### src/rtl/stack_cpu_ctrl.sv
// Multi-cycle control FSM for the stack processor: fetch/decode, stack sequencing,
// occupancy tracking and overflow/underflow trap.
module stack_cpu_ctrl #(
    parameter  int DEPTH = 32,
    localparam int DW    = $clog2(DEPTH + 1)
) (
    input  logic          clk,
    input  logic          rst_n,
    input  logic          start_i,
    input  logic [2:0]    opcode_i,
    input  logic          zero_i,
    output logic          ir_write_o,
    output logic          pc_write_o,
    output logic          pc_src_o,
    output logic          i_or_d_o,
    output logic          mem_read_o,
    output logic          mem_write_o,
    output logic          push_o,
    output logic          pop_o,
    output logic          tos_o,
    output logic          stk_src_o,
    output logic          a_write_o,
    output logic          b_write_o,
    output logic [1:0]    alu_op_o,
    output logic [DW-1:0] depth_o,
    output logic          busy_o,
    output logic          err_o
);

    typedef enum logic [3:0] {
        S_IDLE, S_FETCH, S_DECODE, S_POP1, S_POP2, S_LATCH_B, S_LATCH_A,
        S_EXEC, S_PUSH_M, S_STORE, S_JUMP, S_TOS1, S_JZ_EVAL, S_ERR
    } state_t;

    state_t        state_q, state_d;
    logic [DW-1:0] depth_q, depth_d;

    // State and occupancy registers
    always_ff @(posedge clk or negedge rst_n) begin
        if (!rst_n) begin
            state_q <= S_IDLE;
            depth_q <= {DW{1'b0}};
        end else begin
            state_q <= state_d;
            depth_q <= depth_d;
        end
    end

    // Next-state logic; DECODE refuses any instruction that would over/underflow
    always_comb begin
        state_d = state_q;
        case (state_q)
            S_IDLE: begin
                if (start_i) state_d = S_FETCH;
                else         state_d = S_IDLE;
            end
            S_FETCH: state_d = S_DECODE;
            S_DECODE: begin
                case (opcode_i)
                    3'b000, 3'b001, 3'b010:
                        state_d = (depth_q >= DW'(2)) ? S_POP1 : S_ERR;
                    3'b011, 3'b101:
                        state_d = (depth_q >= DW'(1)) ? S_POP1 : S_ERR;
                    3'b100:
                        state_d = (depth_q < DW'(DEPTH)) ? S_PUSH_M : S_ERR;
                    3'b110:
                        state_d = S_JUMP;
                    3'b111:
                        state_d = (depth_q >= DW'(1)) ? S_TOS1 : S_ERR;
                    default:
                        state_d = S_ERR;
                endcase
            end
            S_POP1: begin
                case (opcode_i)
                    3'b000, 3'b001, 3'b010: state_d = S_POP2;
                    3'b011:                 state_d = S_LATCH_A;
                    3'b101:                 state_d = S_STORE;
                    default:                state_d = S_ERR;
                endcase
            end
            S_POP2:    state_d = S_LATCH_B;
            S_LATCH_B: state_d = S_EXEC;
            S_LATCH_A: state_d = S_EXEC;
            S_EXEC:    state_d = S_FETCH;
            S_PUSH_M:  state_d = S_FETCH;
            S_STORE:   state_d = S_FETCH;
            S_JUMP:    state_d = S_FETCH;
            S_TOS1:    state_d = S_JZ_EVAL;
            S_JZ_EVAL: state_d = S_FETCH;
            S_ERR:     state_d = S_ERR;
            default:   state_d = S_ERR;
        endcase
    end

    // Moore output decode; pc_write in JZ_EVAL follows the zero flag directly
    always_comb begin
        ir_write_o  = 1'b0;
        pc_write_o  = 1'b0;
        pc_src_o    = 1'b0;
        i_or_d_o    = 1'b0;
        mem_read_o  = 1'b0;
        mem_write_o = 1'b0;
        push_o      = 1'b0;
        pop_o       = 1'b0;
        tos_o       = 1'b0;
        stk_src_o   = 1'b0;
        a_write_o   = 1'b0;
        b_write_o   = 1'b0;
        busy_o      = 1'b1;
        err_o       = 1'b0;
        case (state_q)
            S_IDLE: busy_o = 1'b0;
            S_FETCH: begin
                mem_read_o = 1'b1;
                ir_write_o = 1'b1;
                pc_write_o = 1'b1;
            end
            S_DECODE: busy_o = 1'b1;
            S_POP1:   pop_o  = 1'b1;
            S_POP2: begin
                pop_o     = 1'b1;
                a_write_o = 1'b1;
            end
            S_LATCH_B: b_write_o = 1'b1;
            S_LATCH_A: a_write_o = 1'b1;
            S_EXEC:    push_o    = 1'b1;
            S_PUSH_M: begin
                mem_read_o = 1'b1;
                i_or_d_o   = 1'b1;
                push_o     = 1'b1;
                stk_src_o  = 1'b1;
            end
            S_STORE: begin
                mem_write_o = 1'b1;
                i_or_d_o    = 1'b1;
            end
            S_JUMP: begin
                pc_write_o = 1'b1;
                pc_src_o   = 1'b1;
            end
            S_TOS1: tos_o = 1'b1;
            S_JZ_EVAL: begin
                pc_src_o   = 1'b1;
                pc_write_o = zero_i;
            end
            S_ERR: begin
                busy_o = 1'b0;
                err_o  = 1'b1;
            end
            default: busy_o = 1'b0;
        endcase
    end

    // Occupancy follows the stack commands; push and pop are never issued together
    always_comb begin
        if (push_o) begin
            depth_d = depth_q + DW'(1);
        end else if (pop_o) begin
            depth_d = depth_q - DW'(1);
        end else begin
            depth_d = depth_q;
        end
    end

    assign alu_op_o = opcode_i[1:0];
    assign depth_o  = depth_q;

endmodule

### config.mk
export PLATFORM = sky130hd
export DESIGN_NAME = stack_cpu_ctrl
export DESIGN_NICKNAME = d
export VERILOG_FILES = /design/src/rtl/stack_cpu_ctrl.sv
export SDC_FILE = /design/constraint.sdc
export NUM_CORES = 1
export LEC_CHECK = 0
export ABC_AREA = 0
export CAP_MARGIN = 25
export CORE_ASPECT_RATIO = 1.5
export CORE_MARGIN = 4
export CORE_UTILIZATION = 45
export CTS_CLUSTER_SIZE = 14
export DETAILED_ROUTE_END_ITERATION = 12
export PLACE_DENSITY_LB_ADDON = 0.15
export SETUP_SLACK_MARGIN = 0.02
export SYNTH_ARGS = -nofsm -noshare
export SYNTH_HDL_FRONTEND = slang
export SYNTH_SLANG_ARGS = --single-unit
### constraint.sdc
create_clock -name clk -period 2.4 [get_ports clk]
set_clock_uncertainty 0.2 [all_clocks]
set_input_delay 0.48 -clock clk [delete_from_list [all_inputs] [get_ports clk]]
set_output_delay 0.48 -clock clk [all_outputs]
set_load 0.01 [all_outputs]
; ---- Word level (Yosys, flattened, before mapping)
; Cells that the tools add are included.
; W data, S select, Z words.
[totals]
register_bits = 10
input_bits = 7
out_inout_bits = 22
[op_classes]
add_sub_neg = 2
n_lt_le_gt_ge = 3
eq_ne = 20
muxes = 24
n_reduce_logical = 15
[ops]
columns = cell, n
row1 = $pmux W4 S8, 1
row2 = $eq A4 B4 Y1 const B, 6
row3 = $pmux W4 S5, 1
row4 = $reduce_or A2 Y1, 9
row5 = $eq A4 B3 Y1 const B, 4
row6 = $mux W1, 14
row7 = $eq A3 B3 Y1 const B, 4
row8 = $mux W6, 2
row9 = $pmux W4 S3, 1
row10 = $reduce_or A12 Y1, 1
row11 = $eq A4 B2 Y1 const B, 2
row12 = $mux W4, 2
row13 = $add A6 B1 Y6 const B, 1
row14 = $eq A3 B2 Y1 const B, 2
row15 = $ge A6 B1 Y1 const B, 1
row16 = $ge A6 B2 Y1 const B, 1
row17 = $lt A6 B6 Y1 const B, 1
row18 = $mux W3, 2
row19 = $sub A6 B1 Y6 const B, 1
row20 = $reduce_or A5 Y1, 1
row21 = $eq A4 B1 Y1 const B, 1
row22 = $logic_not A4 Y1, 1
row23 = $eq A3 B1 Y1 const B, 1
row24 = $logic_not A3 Y1, 1
row25 = other kinds (3), 3

; ---- Depth between registers and ports, before layout
; Gate-level depths: netlist of run 1.
[logic_depth]
ltp_word = 5
depth_mapped = 6
mapped_depth_nobuf = 6

; ---- Worst setup path after synthesis of run 1
; Ideal clock, no wire load.
[synth_path]
path_type = flip-flop to output port
start = reg state_q[2]
end = out push_o
t_arrival_ns = 1.163
t_required_ns = 1.720
setup_slack_ns = 0.557
stages_incl_launch_ff = 4
path_cell_list = dfrtp_1 -> buf_6 -> or4b_4 -> nand2_1
[synth_via]
elab_chain_len = 3
[synth_rtl]
columns = item, line_no
row1 = from (decl), 35  ; state_t state_q, state_d;
row2 = from (signal assigned), 44  ; state_q <= state_d;
row3 = $eq A4 B4 Y1 or $eq A4 B3 Y1 (tied branches), 112  ; case (state_q)
row4 = $reduce_or A2 Y1 (no line) (*), -
row5 = $mux W1 (*), 112
row6 = to (decl), 18  ; output logic push_o,
; Every way passes the cells marked *; elsewhere a longest branch is shown, timed or not.

; ---- Worst setup path in the final report of run 1
[layout_path]
start = reg state_q[0]
end = out push_o
; Same word-level chain as after synthesis.

==> results of run 1 <==
## registers in the layout (all words and copies together) (netlist names)
register,flops
depth_o,6
state_q,4
## power by group through the flow
stage / combinational [mW] / clock [mW] / sequential [mW]
2_1_floorplan: 0.645 / 0 / 0.373
3_3_place_gp: 1.10 / 0 / 0.366
3_5_place_dp: 1.12 / 0 / 0.375
4_1_cts: 1.10 / 0.151 / 0.376
5_1_grt: 1.21 / 0.159 / 0.391
6_report: 1.09 / 0.146 / 0.375
## timing repair
item                                    CTS  global route
endpoints found under the setup margin    8             6
resized for setup                         9             6
buffers inserted                          0             0
## cell usage after synthesis (2+ instances only)
| library cell | count | area [um2] |
|---|---|---|
| nor2_1 | 14 | 52.6 |
| nand2_1 | 12 | 45.0 |
| dfrtp_1 | 10 | 250 |
| a21oi_1 | 9 | 45.0 |
| inv_1 | 9 | 33.8 |
| nand2b_1 | 7 | 43.8 |
| nor2b_1 | 6 | 37.5 |
| o21ai_0 | 6 | 30.0 |
| nand3_1 | 5 | 25.0 |
| ha_1 | 4 | 50.1 |
| clkbuf_1 | 3 | 11.3 |
| nor3_1 | 3 | 15.0 |
| xor2_1 | 3 | 26.3 |
| a211oi_1 | 2 | 15.0 |
| a31o_2 | 2 | 17.5 |
| buf_4 | 2 | 15.0 |
| xnor2_1 | 2 | 17.5 |
## cell families (layout without fill, tap and decap cells)
kind of cell | after synthesis | after routing | share of synthesized area [%]
simple gates | 53 | 53 | 29.5
buf+inv | 18 | 51 | 9.34
xor+xnor | 5 | 5 | 4.81
fa+ha+maj | 5 | 5 | 6.59
flops | 10 | 10 | 27.5
compound gates | 30 | 30 | 22.3
## cell type report
cell class | instances | share of cell area, %
multi-input cells | 93 | 45.4
repair buffers | 38 | 27.7
flip-flops and latches | 10 | 19.4
clock buffers | 4 | 2.81
inverters | 9 | 2.62
well taps | 21 | 2.04
## cell usage in the layout (no fill, tap or decap), types with 2 or more instances in the layout
master and n:
inv_1 9, xnor2_1 2, nor2b_1 6, buf_4 10, dfrtp_1 10, nor2_1 13
clkbuf_4 3, a31o_2 2, clkdlybuf4s50_1 15, dlygate4sd2_1 8, nand2_1 12, o21ai_0 6
a211oi_1 2, ha_1 4, nand2b_1 6, nand3_1 5, dlymetal6s2s_1 5, nor3_1 3
xor2_1 3, a21oi_1 9
## worst max path at each step
stage               start         end  slack, ns  cells after the start
5_1_grt        state_q[0]       pop_o       0.04                      4
3_3_place_gp       zero_i  pc_write_o       0.05                      4
4_1_cts        state_q[1]       err_o       0.05                      4
3_5_place_dp       zero_i  pc_write_o       0.03                      4
2_1_floorplan  state_q[2]      push_o       0.56                      3
6_report       state_q[0]      push_o       0.09                      3
## layer usage
metal | track usage, % | up-vias | part of all wire, %
li1 | - | 483 | -
met1 | 20.2 | 462 | 39
met2 | 34.5 | 33 | 55
met3 | 3.99 | 2 | 5.7
met4 | 2.64 | 0 | 0.25
met5 | 0 | - | 0
==> reports/metrics.yaml, run 1 <==
clocking:
  h-tree-depth: 1
  clock-sinks: 10
  cts_tree: "built"
  clk_latency_ns: 0.26
  cts_root_buf: "clkbuf_4"
  clk_pin_slew_ns: 0.06
  cts_buffer_depth: 2
  cts_made_buffers: 3
  hold_buffers: 0
die:
  row_count: 19
  io_pins: 29
  coreArea_mm2: 0.00188
  start_util_pct: 48.5
  fp.dieW_um: 44.7
  die_h_um: 63.1
  dieArea_mm2: 0.00282
cells_and_area:
  final_nets: 166
  diodes: 0
  ff_latch_area_um2: 250
  fin_area_mm2: 0.00129
  fillCellCount: 171
  multiInputGateArea_um2: 586
  syn_to_final_growth_pct: 41.6
  fin_util_pct: 68.7
  drive_above_1_share_pct: 13.6
  fin_cells: 175
yosys:
  synthesis.area_um2: 911
  syn_nets: 132
  ys_seq_area_share_pct: 27.5
  synth-async-reset-ratio_pct: 100
  synth_edf_count: 0
  yosysWarnings: 0
  synthDistinctLibCells: 39
  ys_ff_latch: 10
  synth_flop_cell: "dfrtp_1"
  synthCells: 121
  synth_area_per_cell_um2: 7.53
placed_design:
  dp.final_hpwl_mm: 1.90
  post_dp_cell_area_mm2: 0.00124
  dp.cells: 171
  dp_slack_ns: 0.0276
  gp_congestion: 0.821
  numPortBuffers: 28
power:
  leakage_nw: 0.680
  ir_drop_uv: 861
  power_mw: 1.61
  cellPowerDensity_mw_per_mm2: 1250
  clkPwrFrac_pct: 9.1
  swShare_pct: 45.6
  p_int_mw: 0.878
  seqPwrFrac_pct: 23.2
  p_switching_mw: 0.735
  combPwrFrac_pct: 67.7
global_route:
  grt_overflow: 0
  grt_usage_pct: 18.4
  antenna_found_initial: 0
  grt_pass1_vias: 965
  grt_pass1_wl_mm: 4.10
  grt_start_max_net_pins: 17
drt:
  num_vias: 980
  routed_wirelength_mm: 2.37
  vias_per_cell: 5.60
  dr.pass1.iters: 4
  wire_per_inst_um: 13.6
  drcViolationCount: 0
  drt_iter0_drc: 15
  drtAntennaViolNets: 0
setup_path:
  r2r_start: "depth_o[4]"
  crit_type: "reg2out"
  r2r_setup_slack_ns: 0.51
  crit_chain: "or4b_4 > nand2_1 > dlygate4sd2_1"
  crit_fanout: 5
  crit_path_end_kind: "primary output"
  cp.required_ns: 1.72
  critical_path_buf_inv_count: 1
  r2r.worst_path.cells: 4
  max_stage_delay_ns: 0.58
  arrival_ns: 1.63
  crit_family: "simple AND/OR/NAND/NOR gates"
  slowest_stage: "or4b_4"
  startpoint_type: "flip-flop"
  r2r-end: "state_q[2]"
timing:
  finalCriticalPeriod_ns: 2.31
  maxSlewViolCount: 0
  tns_ns: 0
  hold_viol: 0
  fin_ws_ns: 0.0857
  fmax_ghz: 0.432
  slew_headroom_pct: 61.9
  grt_setup_unrepaired: "no"
  post-route-period-util_pct: 96.4
  tightest_slew_ns: 0.566
  holdWs_ns: 0.326
  setup_viol: 0
status:
  outcome: "complete, no violations"
run:
  drv_cap: 0
worst_hold_path:
  hp-class: "in2async"
(Power assumes the default switching activity.)
==> run 2: changes to the inputs <==
CORE_ASPECT_RATIO = default   (was 1.5)
CORE_UTILIZATION = 47   (was 45)
CTS_BUF_LIST = sky130_fd_sc_hd__clkbuf_8   (was default)
clock period = 2.3 ns   (was 2.4 ns; I/O delays follow)
==> run 2 against run 1 <==
Against the previous run: routed wire length decreased by 1.5%; combinational power increased by 4%; critical path depth stayed put; critical path type unchanged; largest cell class unchanged.
==> reports/metrics.yaml, run 2 (synthesized netlist as in run 1, its figures left out) <==
status:
  outcome: "complete, no violations"
placed_design:
  gp_congestion: 0.877  # +6.7%
  dp_slack_ns: -0.0217  # -0.0493 ns
  dp.final_hpwl_mm: 1.79  # -5.5%
  post_dp_cell_area_mm2: 0.00125  # +1.0%
  numPortBuffers: 28  # unchanged
power:
  swShare_pct: 44.3  # -1.3 points
  leakage_nw: 0.664  # -2.3%
  cellPowerDensity_mw_per_mm2: 1330  # +6.4%
  combPwrFrac_pct: 65.0  # -2.7 points
  p_switching_mw: 0.771  # +4.9%
  clkPwrFrac_pct: 12.6  # +3.5 points
  ir_drop_uv: 742  # -14%
  seqPwrFrac_pct: 22.3  # -0.9 points
  p_int_mw: 0.970  # +10%
die:
  die_h_um: 52.0  # -18%
  coreArea_mm2: 0.00178  # -5.1%
  start_util_pct: 51.1  # +2.6 points
  row_count: 15  # -4
  dieArea_mm2: 0.00271  # -4.1%
  fp.dieW_um: 52.0  # +16%
  io_pins: 29  # unchanged
drt:
  drcViolationCount: 0  # unchanged
  dr.pass1.iters: 4  # unchanged
  wire_per_inst_um: 13.0  # -4.3%
  drt_iter0_drc: 18  # +3
  num_vias: 959  # -2.1%
  drtAntennaViolNets: 0  # unchanged
  routed_wirelength_mm: 2.34  # -1.5%
  vias_per_cell: 5.33  # -4.9%
timing:
  holdWs_ns: 0.329  # +0.00284 ns
  maxSlewViolCount: 0  # unchanged
  setup_viol: 0  # unchanged
  fmax_ghz: 0.446
  hold_viol: 0  # unchanged
  grt_setup_unrepaired: "no"
  slew_headroom_pct: 57.0  # -4.9 points
  post-route-period-util_pct: 97.5
  tightest_slew_ns: 0.639  # +0.0721 ns
  tns_ns: 0  # unchanged
  finalCriticalPeriod_ns: 2.24
  fin_ws_ns: 0.0572  # -0.0285 ns
cells_and_area:
  syn_to_final_growth_pct: 43.7
  final_cell_mix: "clkdlybuf4s50_1, nor2_1, nand2_1"
  drive_above_1_share_pct: 14.2  # +0.56 points
  ff_latch_area_um2: 250  # unchanged
  multiInputGateArea_um2: 581  # -0.85%
  final_nets: 167  # +0.60%
  fin_area_mm2: 0.00131  # +1.5%
  largest_reg_flops: 6  # unchanged
  final_common_cell: "clkdlybuf4s50_1"
  diodes: 0  # unchanged
  fillCellCount: 149  # -13%
  fin_util_pct: 73.4  # +4.7 points
global_route:
  grt_start_max_net_pins: 17  # unchanged
  grt_pass1_vias: 990  # +2.6%
  grt_pass1_wl_mm: 4.16  # +1.5%
  grt_overflow: 0  # unchanged
  grt_usage_pct: 20.2  # +1.8 points
  antenna_found_initial: 0  # unchanged
clocking:
  clock-sinks: 10  # unchanged
  cts_buffer_depth: 2  # unchanged
  cts_made_buffers: 3  # unchanged
  clk_pin_slew_ns: 0.05  # about the same
  cts_tree: "built"
  cts_root_buf: "clkbuf_8"
  hold_buffers: 0  # unchanged
  h-tree-depth: 1  # unchanged
  clk_latency_ns: 0.24  # -0.02 ns
  cts_setup_buffers: 0  # unchanged
setup_path:
  startpoint_type: "flip-flop"
  cp.required_ns: 1.64  # -0.08 ns
  crit_type: "reg2out"
  crit_path_end_kind: "primary output"
  arrival_ns: 1.58  # -0.05 ns
  crit_fanout: 5  # unchanged
worst_hold_path:
  hp-class: "in2async"
run:
  drv_cap: 0  # unchanged
run 2: path summary, 6_finish.rpt:
path,start,end,slack (ns),cells after the start
setup / recovery,state_q[0],push_o,0.06,3
hold / removal,rst_n,depth_o[4],0.33,1
setup reg to reg,depth_o[2],state_q[2],0.37,4
hold reg to reg,depth_o[5],depth_o[5],0.34,1
max in group asynchronous,rst_n,state_q[2],1.27,1
min in group clk,depth_o[5],depth_o[5],0.34,1
run 2: final cells by class:
cell class,count,area share [%]
repair buffers,39,27.3
flip-flops and latches,10,19.1
well taps,25,2.39
inverters,9,2.58
multi-input cells,93,44.4
clock buffers,4,4.21
run 2: through the flow:
stage,std cells,power (mW)
2_1_floorplan,121,1.06
3_3_place_gp,176,1.53
3_5_place_dp,176,1.56
4_1_cts,180,1.75
5_1_grt,180,1.91
6_report,180,1.74
run 2: worst max-delay path: stages, from the launching register on:
cell and delay, ns:
dfrtp_1 0.38, or4b_4 0.57, nand2_1 0.12, dlygate4sd2_1 0.28
run 2: metal layers:
metal / wire length, um / global-route usage, % / vias to the layer above
met5: 0 / 0 / -
met3: 134 / 3.72 / 4
met1: 1030 / 23.9 / 445
li1: - / - / 482
met2: 1150 / 36.0 / 28
met4: 23 / 6.55 / 0
run 2: timing repair:
| item | CTS | global route |
|---|---|---|
| gates cloned | 0 | 0 |
| setup endpoints to repair | 11 | 4 |
| resized for setup | 12 | 5 |
run 2: power by group through the flow:
stage	Combinational (mW)	Clock [mW]	Sequential [mW]
2_1_floorplan	0.673	0	0.390
3_3_place_gp	1.15	0	0.382
6_report	1.13	0.220	0.389
4_1_cts	1.13	0.227	0.388
3_5_place_dp	1.17	0	0.388
5_1_grt	1.27	0.236	0.405
==> run 3: changes to the inputs <==
CTS_CLUSTER_DIAMETER = 30   (was default)
GPL_ROUTABILITY_DRIVEN = 0   (was default)
REMOVE_ABC_BUFFERS = 1   (was default)
==> run 3 against run 2 <==
Against the previous run: maximum frequency is 2.0% higher; highest routed layer unchanged; sequential power hardly changed; flip-flop and latch count stayed put; cell count is 0.56% lower; die area stayed put; via count is 3.9% higher; global-route usage is 0.29 points lower; largest cell class unchanged.
==> reports/metrics.yaml, run 3 (synthesized netlist as in run 1, its figures left out) <==
status:
  outcome: "complete, no violations"
cells_and_area:
  syn_to_final_growth_pct: 43.3
  drive_above_1_share_pct: 15.6  # +1.4 points
  final_common_cell: "clkdlybuf4s50_1"
  fillCellCount: 143  # -4.0%
  final_nets: 166  # -0.60%
  final_cell_mix: "clkdlybuf4s50_1, nor2_1, nand2_1"
  multiInputGateArea_um2: 589  # +1.5%
  diodes: 0  # unchanged
  largest_reg_flops: 6  # unchanged
  ff_latch_area_um2: 250  # unchanged
global_route:
  grt_pass1_wl_mm: 4.12  # -0.99%
  grt_pass1_vias: 930  # -6.1%
  grt_overflow: 0  # unchanged
  antenna_found_initial: 0  # unchanged
  grt_start_max_net_pins: 17  # unchanged
  grt_usage_pct: 19.9  # -0.29 points
die:
  fp.dieW_um: 52.0  # unchanged
  coreArea_mm2: 0.00178  # unchanged
  die_h_um: 52.0  # unchanged
  dieArea_mm2: 0.00271  # unchanged
  start_util_pct: 51.1  # unchanged
  row_count: 15  # unchanged
  io_pins: 29  # unchanged
power:
  leakage_nw: 0.659  # -0.75%
  cellPowerDensity_mw_per_mm2: 1330  # +0.29%
  ir_drop_uv: 966  # +30%
  power_mw: 1.74  # about the same
clocking:
  cts_made_buffers: 3  # unchanged
  cts_root_buf: "clkbuf_8"
  clk_latency_ns: 0.23  # about the same
  cts-resized-gates: 15  # +3
  hold_buffers: 0  # unchanged
  h-tree-depth: 1  # unchanged
  cts_tree: "built"
  clk_pin_slew_ns: 0.05  # about the same
  cts_buffer_depth: 2  # unchanged
  cts_setup_buffers: 0  # unchanged
  clock-sinks: 10  # unchanged
timing:
  tns_ns: 0  # unchanged
  slew_headroom_pct: 62.2  # +5.2 points
  fin_ws_ns: 0.102  # +0.0445 ns
  hold_viol: 0  # unchanged
  finalCriticalPeriod_ns: 2.20  # -0.0445 ns
  post-route-period-util_pct: 95.6  # -1.9 points
  fmax_ghz: 0.455  # +2.0%
  holdWs_ns: 0.320  # -0.00829 ns
  setup_viol: 0  # unchanged
  tightest_slew_ns: 0.561  # -0.0775 ns
  grt_setup_unrepaired: "no"
  maxSlewViolCount: 0  # unchanged
drt:
  dr.pass1.iters: 4  # unchanged
  wire_per_inst_um: 13.5  # +3.8%
  drcViolationCount: 0  # unchanged
  num_vias: 996  # +3.9%
  vias_per_cell: 5.56  # +4.4%
  routed_wirelength_mm: 2.41  # +3.3%
  drtAntennaViolNets: 0  # unchanged
  drt_iter0_drc: 16  # -2
setup_path:
  arrival_ns: 1.54  # -0.04 ns
  crit_path_end_kind: "primary output"
  startpoint_type: "flip-flop"
  cp.required_ns: 1.64  # about the same
  crit_fanout: 14  # +9
  crit_type: "reg2out"
placed_design:
  numPortBuffers: 28  # unchanged
  dp.final_hpwl_mm: 1.82  # +1.8%
  dp_slack_ns: -0.0309  # -0.00919 ns
worst_hold_path:
  hp-class: "reg2reg"
run:
  drv_cap: 0  # unchanged
[run 3: layer usage]
layer  global-route usage [%]  share of wire, %  vias up
met5                        0                 0        -
met4                     6.99               2.0        0
met3                     5.44               7.4        6
met2                     34.3                50       41
met1                     23.3                41      462
li1                         -                 -      487
[run 3: power by group]
| part | switching (mW) | internal [mW] |
|---|---|---|
| combinational | 0.597 | 0.542 |
| clock | 0.0660 | 0.150 |
| sequential | 0.118 | 0.267 |
[run 3: cell type report]
type                    count  share of cell area, %
clock buffers               4                   4.22
well taps                  25                   2.40
inverters                   9                   2.59
repair buffers             38                   26.5
flip-flops and latches     10                   19.2
multi-input cells          93                   45.2
[run 3: final timing paths]
path / startpoint / to / slack (ns) / cells after the start
max in group asynchronous: rst_n / state_q[3] / 1.22 / 1
worst min-delay path: depth_o[5] / depth_o[5] / 0.32 / 1
min in group asynchronous: rst_n / depth_o[2] / 0.35 / 1
worst max-delay path: state_q[0] / pop_o / 0.10 / 4
worst max register to register: depth_o[4] / state_q[2] / 0.38 / 4
worst min register to register: depth_o[5] / depth_o[5] / 0.32 / 1
[run 3: critical path, cell delays in order, from the launching register on]
cell           delay, ns
dfrtp_1             0.37
buf_4               0.19
nor4b_2             0.30
a31o_2              0.17
dlygate4sd2_1       0.27
[run 3: stage by stage]
stage	area, um2	instances	util [%]
finish	1310	179	73.2
global route	1310	179	73.2
CTS	1300	179	73.0
detailed placement	1250	175	69.9
global placement	1250	175	69.9
floorplan	860	112	-
